[config.mk]
export PLATFORM = sky130hd
export DESIGN_NAME = mult_slot_scheduler_flat
export DESIGN_NICKNAME = d
export VERILOG_FILES = /design/src/rtl/mult_slot_scheduler_if.sv /design/src/rtl/mult_slot_scheduler.sv /design/src/flat_wrapper.sv
export SDC_FILE = /design/constraint.sdc
export NUM_CORES = 1
export LEC_CHECK = 0
export BUFFER_PORTS_ARGS = -buffer_cell sky130_fd_sc_hd__buf_4
export CORE_ASPECT_RATIO = 0.5
export CORE_MARGIN = 10
export CORE_UTILIZATION = 48
export CTS_CLUSTER_SIZE = 10
export DETAILED_ROUTE_END_ITERATION = 12
export PLACE_DENSITY_LB_ADDON = 0.05
export SYNTH_ARGS = -nofsm -noshare
export SYNTH_HDL_FRONTEND = slang
export SYNTH_SLANG_ARGS = --single-unit
[constraint.sdc]
create_clock -name i_clock -period 4.95 [get_ports i_clock]
set_clock_uncertainty 0.2 [all_clocks]
set_input_delay 0.495 -clock i_clock [delete_from_list [all_inputs] [get_ports i_clock]]
set_output_delay 0.495 -clock i_clock [all_outputs]
set_load 0.01 [all_outputs]
[src/rtl/mult_slot_scheduler_if.sv]
// Shared multiplier bus: operands and start go out from the scheduler,
// ready and product come back from the sequential multiplier.
interface mult_slot_scheduler_if #(
  parameter int A_NBITS = 20,
  parameter int B_NBITS = 9,
  parameter int R_NBITS = A_NBITS + B_NBITS
);
  logic signed [A_NBITS-1:0] mul_a;
  logic signed [B_NBITS-1:0] mul_b;
  logic                      mul_start;
  logic                      mul_ready;
  logic signed [R_NBITS-1:0] mul_r;

  modport master (
    output mul_a,
    output mul_b,
    output mul_start,
    input  mul_ready,
    input  mul_r
  );

  modport slave (
    input  mul_a,
    input  mul_b,
    input  mul_start,
    output mul_ready,
    output mul_r
  );
endinterface

[src/rtl/mult_slot_scheduler.sv]
// Time-shares one sequential signed multiplier among three products per
// audio sample. Each sample strobe runs the enabled slots in fixed order
// 0,1,2: operands are muxed and registered, start is pulsed, ready is
// awaited (with a timeout), and the full-width product is latched.
module mult_slot_scheduler #(
  parameter int A_NBITS = 20,
  parameter int B_NBITS = 9,
  parameter int R_NBITS = A_NBITS + B_NBITS,
  parameter int TIMEOUT = 64
) (
  input  logic                      i_clock,
  input  logic                      i_reset,
  input  logic                      i_enableclk,
  input  logic [2:0]                i_slot_en,
  input  logic signed [A_NBITS-1:0] i_opa0,
  input  logic signed [A_NBITS-1:0] i_opa1,
  input  logic signed [A_NBITS-1:0] i_opa2,
  input  logic signed [B_NBITS-1:0] i_opb0,
  input  logic signed [B_NBITS-1:0] i_opb1,
  input  logic signed [B_NBITS-1:0] i_opb2,
  mult_slot_scheduler_if.master     mul,
  output logic signed [R_NBITS-1:0] o_res0,
  output logic signed [R_NBITS-1:0] o_res1,
  output logic signed [R_NBITS-1:0] o_res2,
  output logic                      o_busy,
  output logic                      o_frame_done,
  output logic                      o_err_overrun,
  output logic                      o_err_timeout
);

  localparam int CW = (TIMEOUT > 2) ? $clog2(TIMEOUT) : 1;

  localparam logic [2:0] S_IDLE  = 3'd0;
  localparam logic [2:0] S_SETUP = 3'd1;
  localparam logic [2:0] S_START = 3'd2;
  localparam logic [2:0] S_ARM   = 3'd3;
  localparam logic [2:0] S_WAIT  = 3'd4;
  localparam logic [2:0] S_CAPT  = 3'd5;
  localparam logic [2:0] S_DONE  = 3'd6;

  // Slot index 3 means "no further enabled slot in this frame".
  localparam logic [1:0] NO_SLOT = 2'd3;

  logic [2:0]                r_state;
  logic [1:0]                r_slot;
  logic [2:0]                r_slot_en;
  logic [CW-1:0]             r_wcnt;
  logic signed [A_NBITS-1:0] r_mul_a;
  logic signed [B_NBITS-1:0] r_mul_b;
  logic signed [R_NBITS-1:0] r_res [3];
  logic                      r_busy;
  logic                      r_err_overrun;
  logic                      r_err_timeout;

  logic signed [A_NBITS-1:0] w_opa;
  logic signed [B_NBITS-1:0] w_opb;
  logic [1:0]                w_from;
  logic [2:0]                w_en;
  logic [1:0]                w_next;
  logic                      w_wait_expired;

  // Lowest enabled slot at or above 'from'; disabled slots are skipped
  // without spending any cycles on them.
  function automatic logic [1:0] next_slot(input logic [2:0] en,
                                           input logic [1:0] from);
    logic [1:0] r;
    r = NO_SLOT;
    for (int k = 2; k >= 0; k--) begin
      if ((2'(k) >= from) && en[k]) r = 2'(k);
    end
    return r;
  endfunction

  // Operand mux and next-slot lookup; the lookup serves both frame accept
  // (search from slot 0 using the live enables) and slot completion.
  always_comb begin
    w_opa = i_opa2;
    w_opb = i_opb2;
    case (r_slot)
      2'd0: begin w_opa = i_opa0; w_opb = i_opb0; end
      2'd1: begin w_opa = i_opa1; w_opb = i_opb1; end
      default: begin w_opa = i_opa2; w_opb = i_opb2; end
    endcase
    w_from = (r_state == S_IDLE) ? 2'd0 : (r_slot + 2'd1);
    w_en   = (r_state == S_IDLE) ? i_slot_en : r_slot_en;
    w_next = next_slot(w_en, w_from);
    w_wait_expired = (r_wcnt == CW'(TIMEOUT - 1));
  end

  // Frame sequencer: slot walk, operand registers, results and sticky flags.
  always_ff @(posedge i_clock) begin
    if (i_reset) begin
      r_state       <= S_IDLE;
      r_slot        <= 2'd0;
      r_slot_en     <= 3'd0;
      r_wcnt        <= '0;
      r_mul_a       <= '0;
      r_mul_b       <= '0;
      r_res[0]      <= '0;
      r_res[1]      <= '0;
      r_res[2]      <= '0;
      r_busy        <= 1'b0;
      r_err_overrun <= 1'b0;
      r_err_timeout <= 1'b0;
    end else begin
      // A strobe arriving in any non-idle state (DONE included) is dropped.
      if (i_enableclk && (r_state != S_IDLE)) r_err_overrun <= 1'b1;

      case (r_state)
        S_IDLE: begin
          if (i_enableclk) begin
            r_slot_en <= i_slot_en;
            r_busy    <= 1'b1;
            r_slot    <= w_next;
            for (int k = 0; k < 3; k++) begin
              if ((2'(k) >= w_from) && (2'(k) < w_next)) r_res[k] <= '0;
            end
            r_state <= (w_next == NO_SLOT) ? S_DONE : S_SETUP;
          end
        end

        S_SETUP: begin
          // Sampled here so a later slot can use results of earlier slots.
          r_mul_a <= w_opa;
          r_mul_b <= w_opb;
          r_state <= S_START;
        end

        S_START: begin
          r_state <= S_ARM;
        end

        // ARM gives the multiplier a cycle to drop a ready left over from
        // the previous operation before ready is trusted.
        S_ARM: begin
          r_wcnt  <= '0;
          r_state <= S_WAIT;
        end

        S_WAIT: begin
          if (mul.mul_ready) begin
            r_state <= S_CAPT;
          end else if (w_wait_expired) begin
            r_res[r_slot] <= '0;
            r_err_timeout <= 1'b1;
            r_slot        <= w_next;
            for (int k = 0; k < 3; k++) begin
              if ((2'(k) >= w_from) && (2'(k) < w_next)) r_res[k] <= '0;
            end
            r_state <= (w_next == NO_SLOT) ? S_DONE : S_SETUP;
          end else begin
            r_wcnt <= r_wcnt + CW'(1);
          end
        end

        S_CAPT: begin
          r_res[r_slot] <= mul.mul_r;
          r_slot        <= w_next;
          for (int k = 0; k < 3; k++) begin
            if ((2'(k) >= w_from) && (2'(k) < w_next)) r_res[k] <= '0;
          end
          r_state <= (w_next == NO_SLOT) ? S_DONE : S_SETUP;
        end

        S_DONE: begin
          r_busy  <= 1'b0;
          r_state <= S_IDLE;
        end

        default: begin
          r_busy  <= 1'b0;
          r_state <= S_IDLE;
        end
      endcase
    end
  end

  assign mul.mul_a     = r_mul_a;
  assign mul.mul_b     = r_mul_b;
  assign mul.mul_start = (r_state == S_START);

  assign o_res0        = r_res[0];
  assign o_res1        = r_res[1];
  assign o_res2        = r_res[2];
  assign o_busy        = r_busy;
  assign o_frame_done  = (r_state == S_DONE);
  assign o_err_overrun = r_err_overrun;
  assign o_err_timeout = r_err_timeout;

endmodule

[src/flat_wrapper.sv]
// flat-port wrapper written by rule: the top's interface ports become plain ports
module mult_slot_scheduler_flat 
#(
  parameter int A_NBITS = 20,
  parameter int B_NBITS = 9,
  parameter int R_NBITS = A_NBITS + B_NBITS,
  parameter int TIMEOUT = 64
)
  (i_clock, i_reset, i_enableclk, i_slot_en, i_opa0, i_opa1, i_opa2, i_opb0, i_opb1, i_opb2, o_res0, o_res1, o_res2, o_busy, o_frame_done, o_err_overrun, o_err_timeout, mul_mul_a, mul_mul_b, mul_mul_start, mul_mul_ready, mul_mul_r);
  mult_slot_scheduler_if #(.A_NBITS(A_NBITS), .B_NBITS(B_NBITS), .R_NBITS(R_NBITS)) mul_i ();
  input  logic i_clock;
  input  logic i_reset;
  input  logic i_enableclk;
  input  logic [2:0] i_slot_en;
  input  logic signed [A_NBITS-1:0] i_opa0;
  input  logic signed [A_NBITS-1:0] i_opa1;
  input  logic signed [A_NBITS-1:0] i_opa2;
  input  logic signed [B_NBITS-1:0] i_opb0;
  input  logic signed [B_NBITS-1:0] i_opb1;
  input  logic signed [B_NBITS-1:0] i_opb2;
  output logic signed [R_NBITS-1:0] o_res0;
  output logic signed [R_NBITS-1:0] o_res1;
  output logic signed [R_NBITS-1:0] o_res2;
  output logic o_busy;
  output logic o_frame_done;
  output logic o_err_overrun;
  output logic o_err_timeout;
  output wire logic [$bits(mul_i.mul_a)-1:0] mul_mul_a;
  output wire logic [$bits(mul_i.mul_b)-1:0] mul_mul_b;
  output wire logic [$bits(mul_i.mul_start)-1:0] mul_mul_start;
  input wire logic [$bits(mul_i.mul_ready)-1:0] mul_mul_ready;
  input wire logic [$bits(mul_i.mul_r)-1:0] mul_mul_r;
  assign mul_mul_a = mul_i.mul_a;
  assign mul_mul_b = mul_i.mul_b;
  assign mul_mul_start = mul_i.mul_start;
  assign mul_i.mul_ready = mul_mul_ready;
  assign mul_i.mul_r = mul_mul_r;
  mult_slot_scheduler #(.A_NBITS(A_NBITS), .B_NBITS(B_NBITS), .R_NBITS(R_NBITS), .TIMEOUT(TIMEOUT)) u_core (.i_clock(i_clock), .i_reset(i_reset), .i_enableclk(i_enableclk), .i_slot_en(i_slot_en), .i_opa0(i_opa0), .i_opa1(i_opa1), .i_opa2(i_opa2), .i_opb0(i_opb0), .i_opb1(i_opb1), .i_opb2(i_opb2), .mul(mul_i), .o_res0(o_res0), .o_res1(o_res1), .o_res2(o_res2), .o_busy(o_busy), .o_frame_done(o_frame_done), .o_err_overrun(o_err_overrun), .o_err_timeout(o_err_timeout));
endmodule
Word level (Yosys, flattened, before mapping) --
Memory sizes are Yosys's and may differ from the RTL's. Index checks and enable logic that the tools add are counted.
Storage, ports and cells: bits in registers 46, RAM bits 87, bits of input ports 123, logic and storage cells 143, memories 1
Memory list:
- u_core.r_res | words 3, width 29, rd ports 3, clocked after Yosys merged registers in 0, wr ports 4, RTL line mult_slot_scheduler.sv:50 | logic signed [R_NBITS-1:0] r_res [3];
Operators by class: add/subtract/negate cells 2, order comparisons 6, equal/unequal tests 14, multiplexer cells 80, bitwise logic cells 12, reduce and logical (&&, ||, !) cells 19
Operators with widths (number):
- $mux W29 | 10
- $mux W1 | 51
- $pmux W20 S2 | 1
- $pmux W3 S6 | 1
- $pmux W9 S2 | 1
- $mux W3 | 5
- $mux W2 | 6
- $mux W6 | 2
- $pmux W6 S2 | 1
- $or A1 B1 Y1 | 10
- $eq A3 B3 Y1 const B | 3
- $logic_and A1 B1 Y1 | 7
- $add A6 B1 Y6 const B | 1
- $eq A3 B2 Y1 const B | 2
- $eq A6 B6 Y1 const B | 1
- $ne A2 B2 Y1 const B | 3
- $pmux W2 S3 | 1
- $reduce_and A2 Y1 | 3
- $reduce_and A3 Y1 | 2
- $reduce_bool A3 Y1 | 2
- $reduce_or A5 Y1 | 1
- $ge A1 B2 Y1 const A | 2
- $lt A1 B2 Y1 const A | 2
- $reduce_and A4 Y1 | 1
- 13 further kinds | 14

Depth between registers and ports, before layout --
depth after elaboration 17, depth in mapped cells 8

Least setup slack after synthesis --
No wires, ideal clock.
path kind register -> register, from register u_core.r_slot[0], to memory u_core.r_res[2][0] in the netlist's numbering (enable), arrival 2.873 ns, required time 4.318 ns, slack 1.445 ns, cell stages (with the launch flop) 7, cells stage by stage dfxtp_1 > inv_1 > ha_1 > and3b_1 > nor4b_1 > o21ai_1 > a32oi_1
RTL lines:
- start, declared | RTL line mult_slot_scheduler.sv:45 | logic [1:0] r_slot;
- start signal, assigned | RTL line mult_slot_scheduler.sv:114 | r_slot <= w_next;
- start signal, assigned | RTL line mult_slot_scheduler.sv:146 | r_slot <= w_next;
- start signal, assigned | RTL line mult_slot_scheduler.sv:158 | r_slot <= w_next;
- end, declared | RTL line mult_slot_scheduler.sv:50

==> results by stage <==
Synth:
- In the synthesized netlist, the cells that appear most often are sky130_fd_sc_hd__and3_1 (89), sky130_fd_sc_hd__edfxtp_1 (87), sky130_fd_sc_hd__dfxtp_1 (46).
- After synthesis the netlist holds a flip-flop and latch count of 133.
- The biggest area consumer among synthesized cells is sky130_fd_sc_hd__edfxtp_1.
- The post-synthesis compound-gate area fraction is approximately 15%.
- After Yosys synthesis, and, or, nand and nor cells account for between 10% and 20% of the synthesized area.
- The count of different cell masters after synthesis is between 40 and 50.
- The share of synthesized area in the top cell type comes to 46.17%.
- sky130_fd_sc_hd__and3_1 is the most common cell in the netlist.
- The share of the synthesized netlist area taken by xor and xnor gates is less than 1%.
- The total nets after synthesis is around 630.
- Summing every instance area after synthesis gives approximately 5700 sq um.
- In the synthesized netlist, mux cells make up less than 1% of the area.
- For this run, the number of Yosys warnings is 0.
- In the synthesized netlist, the number of instances is 500.
- By area the synthesized netlist is led by sky130_fd_sc_hd__edfxtp_1 (46%), sky130_fd_sc_hd__dfxtp_1 (16%), sky130_fd_sc_hd__and3_1 (9.8%), sky130_fd_sc_hd__a22oi_1 (3.8%), sky130_fd_sc_hd__a31oi_1 (3.5%).
- The sequential fraction of the synthesis area is 62.45%.
- The main combinational cell family by area after synthesis is simple AND/OR/NAND/NOR gates.
- The adder-cell area share of the yosys netlist is less than 1%.
- The most used flip-flop cell after synthesis is sky130_fd_sc_hd__edfxtp_1.
- The synthesized design contains a little under 90 enable-type register cells.
- In the synthesized netlist the async set-or-reset flop fraction comes to 0%.
- The synthesized area divided by synthesized cell count is around 11 sq um.

Floorplan:
- The die covers approximately 17000 sq um.
- The die height is just under 100 um.
- The core region is roughly 11000 sq um.
- In this run the horizontal extent of the chip is 173.5 um.
- The effective utilization at floorplan is 50.29%.
- The cell row count is 27.
- The top-level I/O count is 244.

Clock network:
- The largest buffer count on any clock path is 2.
- TritonCTS built the clock tree.
- The clock transition time at the flip-flop clock pins of the worst setup and hold paths is about 0.06 ns.
- Buffers added to address setup during post-CTS repair amount to 0.
- The H-tree was split into 4 levels.
- The clock reaches the later pin of the worst-skew pair after around 0.4 ns.
- The post-CTS resize count is 0.
- The total CTS buffers is 17.
- The number of buffers inserted for hold repair after clock tree synthesis is 0.
- The buffer cell driving the clock tree root is sky130_fd_sc_hd__clkbuf_16.
- The number of clock sinks is 133.

STA:
- The final-report max-slew violation count came to 0.
- The worst pin sits at a relative slew slack of roughly a fifth.
- The final-report hold violation count came to 0.
- The worst path in the final design needs a cycle of approximately 3 ns, including I/O delays and setup.
- Adding up every negative setup slack in the final design gives 0 ns.
- The maximum clock frequency is about 340 MHz.
- The actual slew at the worst max-slew pin is between 1 and 1.5 ns.
- After layout, the worst path uses between 50% and 60% of the clock period.
- Setup repair after global routing left no endpoint under its margin.
- Setup violations remaining at the end of the flow were counted as 0.
- The minimum setup slack in the final design is roughly 2 ns.

Detailed routing:
- The wire length on met1 is roughly 7.5 mm.
- In the routed layout, each cell is associated on average with a via count of ~5.4.
- After detailed routing, the average wire length per cell comes to around 20 um.
- The count of antenna-violating nets left after detailed routing is 0.
- The first-pass iteration count of the detailed router is 5.
- After the first detailed-routing iteration, the DRC count stood at 418.
- The highest metal layer with signal wires is met4.
- The post-route DRC violation count is 0.
- The total wirelength of the detailed-routed design is 17.77 mm.
- The amount of wire on met3 after detailed routing is between 1.5 and 2 mm.
- In the detailed route, the total length drawn on met2 is roughly 8.6 mm.
- Across all layers, the routed design uses between 4000 and 5000 vias.

Placed design:
- The post-detailed-placement half-perimeter wirelength is between 10 and 15 mm.
- After detailed placement, the total cell area comes to approximately 7600 sq um.
- The post-place setup slack is 2.005 ns.
- At the end of routability-driven placement, the weighted congestion stood at ~0.84.
- Buffers placed on the I/O ports in this run total 243.

Worst setup path:
- Counting cells, the worst reg-to-reg path comes to 6.
- Walking the worst path, the cells encountered are and4bb_2 > buf_4 > a41o_1 > a21oi_1 > a32oi_2 > buf_4.
- The critical path capture point type is a flop.
- The slack of the worst reg-to-reg path is around 2 ns.
- The maximum cell stage delay along the critical path is a little over 0.6 ns.
- The maximum fanout along the worst path is between 80 and 90.
- STA classifies the critical path startpoint as a flop.
- The gate family responsible for the most delay along the worst path is buffers and inverters.
- The start of the worst register-to-register path is u_core.r_state[2].
- Together, buffers and inverters on the worst path number 2.
- The cell type with the highest occurrence count on the critical path is sky130_fd_sc_hd__buf_4.
- In this run the critical register-to-register path is captured at u_core.r_res[2][2].
- The highest-delay cell along the critical path is sky130_fd_sc_hd__dfxtp_1.
- Data on the critical path is required at its endpoint by about 4.8 ns.
- The setup path with the least slack is of type flop to flop.
- For the worst setup path, the data arrival time is about 2.8 ns.

Cells and area:
- The multi-input gate area in the final layout is 1934 sq um.
- Fill cells in the final layout number 831.
- In the final layout, the share of cells above drive strength 1 is about two fifths.
- The repair_antennas step left the layout with diodes totalling 0.
- The area overhead of the layout relative to synthesis is 44.32%.
- In the final design database the tool counted about 850 nets.
- The post-layout instance area is ~8000 sq um.
- Registers take between 3000 and 4000 sq um.

GRT:
- The sum of overflow across all layers after global routing is 0.
- Global routing consumed, over all layers together, roughly 20% of the routing resources.
- Entering global routing, the biggest net connects between 80 and 90 pins.
- The via count of the first global-routing pass is slightly below 5000.
- The number of antenna violations at the first check in global routing is 0.
- The global-route wire length before repair is ~27 mm.

Power:
- The power density of the placed cells is approximately 550 nW/um^2.
- VDD sags by at most 309.4 uV.
- In this run the static leakage power is ~3.8 nW.

Hold path:
- The depth of the worst hold-timing path is 2.
- The type of the tightest min-delay check is input port to flop.
- The worst hold path begins at i_reset.
- The worst hold path terminates at u_core.r_slot_en[0].

Job:
- Across the run, the number of max-cap violations was 0.

Run status:
- The flow ran to the end, and the final reports show no timing, DRC or antenna violations.
==> worst max path at each step <==
stage / cells past startpoint / from / to / slack, ns
global placement: 7 / i_reset / u_core.r_res[2][23] / 2.04
CTS: 6 / u_core.r_state[2] / u_core.r_res[2][2] / 2.06
floorplan: 6 / u_core.r_slot[0] / u_core.r_res[2][0] / 1.45
finish: 6 / u_core.r_state[2] / u_core.r_res[2][2] / 2.00
global route: 6 / u_core.r_state[2] / u_core.r_res[2][9] / 1.80
detailed placement: 7 / i_reset / u_core.r_res[2][24] / 2.00
==> area by class of cell <==
| type | count | share of cell area [%] |
|---|---|---|
| clock inverters | 14 | 2.176 |
| well taps | 159 | 2.436 |
| flip-flops and latches | 133 | 43.27 |
| clock buffers | 17 | 5.210 |
| inverters | 9 | 0.4137 |
| multi-input cells | 313 | 23.69 |
| repair buffers | 248 | 22.80 |
==> cells by family (layout without fill, tap and decap cells) <==
| logic type | Yosys count | after routing |
|---|---|---|
| simple gates | 173 | 173 |
| flops | 133 | 133 |
| compound gates | 132 | 132 |
| buf+inv | 54 | 288 |
| fa+ha+maj | 4 | 4 |
| xor+xnor | 2 | 2 |
| mux | 2 | 2 |
==> cells in the final DEF, fill, tap and decap left out, types with 2 or more instances in the layout <==
cell type                   synthesis  layout
sky130_fd_sc_hd__inv_6              0       2
sky130_fd_sc_hd__inv_1              8       8
sky130_fd_sc_hd__ha_2               0       2
sky130_fd_sc_hd__nand3b_1           2       2
sky130_fd_sc_hd__o211ai_1           2       2
sky130_fd_sc_hd__bufinv_16          0       3
sky130_fd_sc_hd__xor2_1             2       2
sky130_fd_sc_hd__o21ai_0           30      30
sky130_fd_sc_hd__nor3_1             9       8
sky130_fd_sc_hd__ha_1               4       2
sky130_fd_sc_hd__nor2_1            10       9
sky130_fd_sc_hd__o2111ai_1          3       3
sky130_fd_sc_hd__nand2b_1           2       2
sky130_fd_sc_hd__buf_4              0     248
sky130_fd_sc_hd__edfxtp_1          87      87
sky130_fd_sc_hd__nor4_1             2       2
sky130_fd_sc_hd__nand3_1            7       7
sky130_fd_sc_hd__a22oi_1           29      29
sky130_fd_sc_hd__a21oi_1           15      15
sky130_fd_sc_hd__mux2i_1            2       2
sky130_fd_sc_hd__clkbuf_16          0      17
sky130_fd_sc_hd__a31oi_1           32      32
sky130_fd_sc_hd__and3_1            89      89
sky130_fd_sc_hd__o211a_1            2       2
sky130_fd_sc_hd__o21ai_2            1       3
sky130_fd_sc_hd__dfxtp_1           46      46
sky130_fd_sc_hd__o21ai_1            6       4
sky130_fd_sc_hd__clkinv_4           0       7
sky130_fd_sc_hd__nand2_1           43      43
sky130_fd_sc_hd__a2111o_1           2       2
==> stage by stage <==
step	power [mW]	util, %	std cells	hold WS [ns]
final	4.455	72.58	893	0.1569
after floorplan	2.500	-	500	0.2318
after global routing	4.694	72.58	893	0.1499
after detailed placement	3.206	67.22	862	0.2597
after global placement	3.181	67.22	862	0.2690
after CTS	4.487	72.58	893	0.1400
==> worst register-to-register path, delay by kind of cell, from the launching register on <==
family	cells	cell delay, ns
flip-flops	1	0.62
AO/OA/AOI/OAI	3	0.52
buffers and inverters	2	0.92
AND/OR/NAND/NOR	1	0.33
==> flip-flops by register name (all words and copies together), names as in the netlist <==
signal and count:
u_core.mul.mul_a 20, u_core.o_err_timeout 1, u_core.r_slot_en 3, u_core.r_slot 2, u_core.r_res 87, u_core.r_state 3, u_core.o_busy 1, u_core.o_err_overrun 1
u_core.r_wcnt 6, u_core.mul.mul_b 9
==> routing by layer <==
layer,vias to the layer above,GRT usage (%)
met2,199,33.05
met4,0,5.225
li1,2344,-
met3,17,8.204
met5,-,0
met1,2305,23.24
==> report_power, final <==
part / total [mW] / switching (mW) / internal, mW
registers: 1.62 / 0.148 / 1.48
logic: 1.56 / 0.934 / 0.622
clock network: 1.28 / 0.482 / 0.795
(Power assumes the default switching activity.)
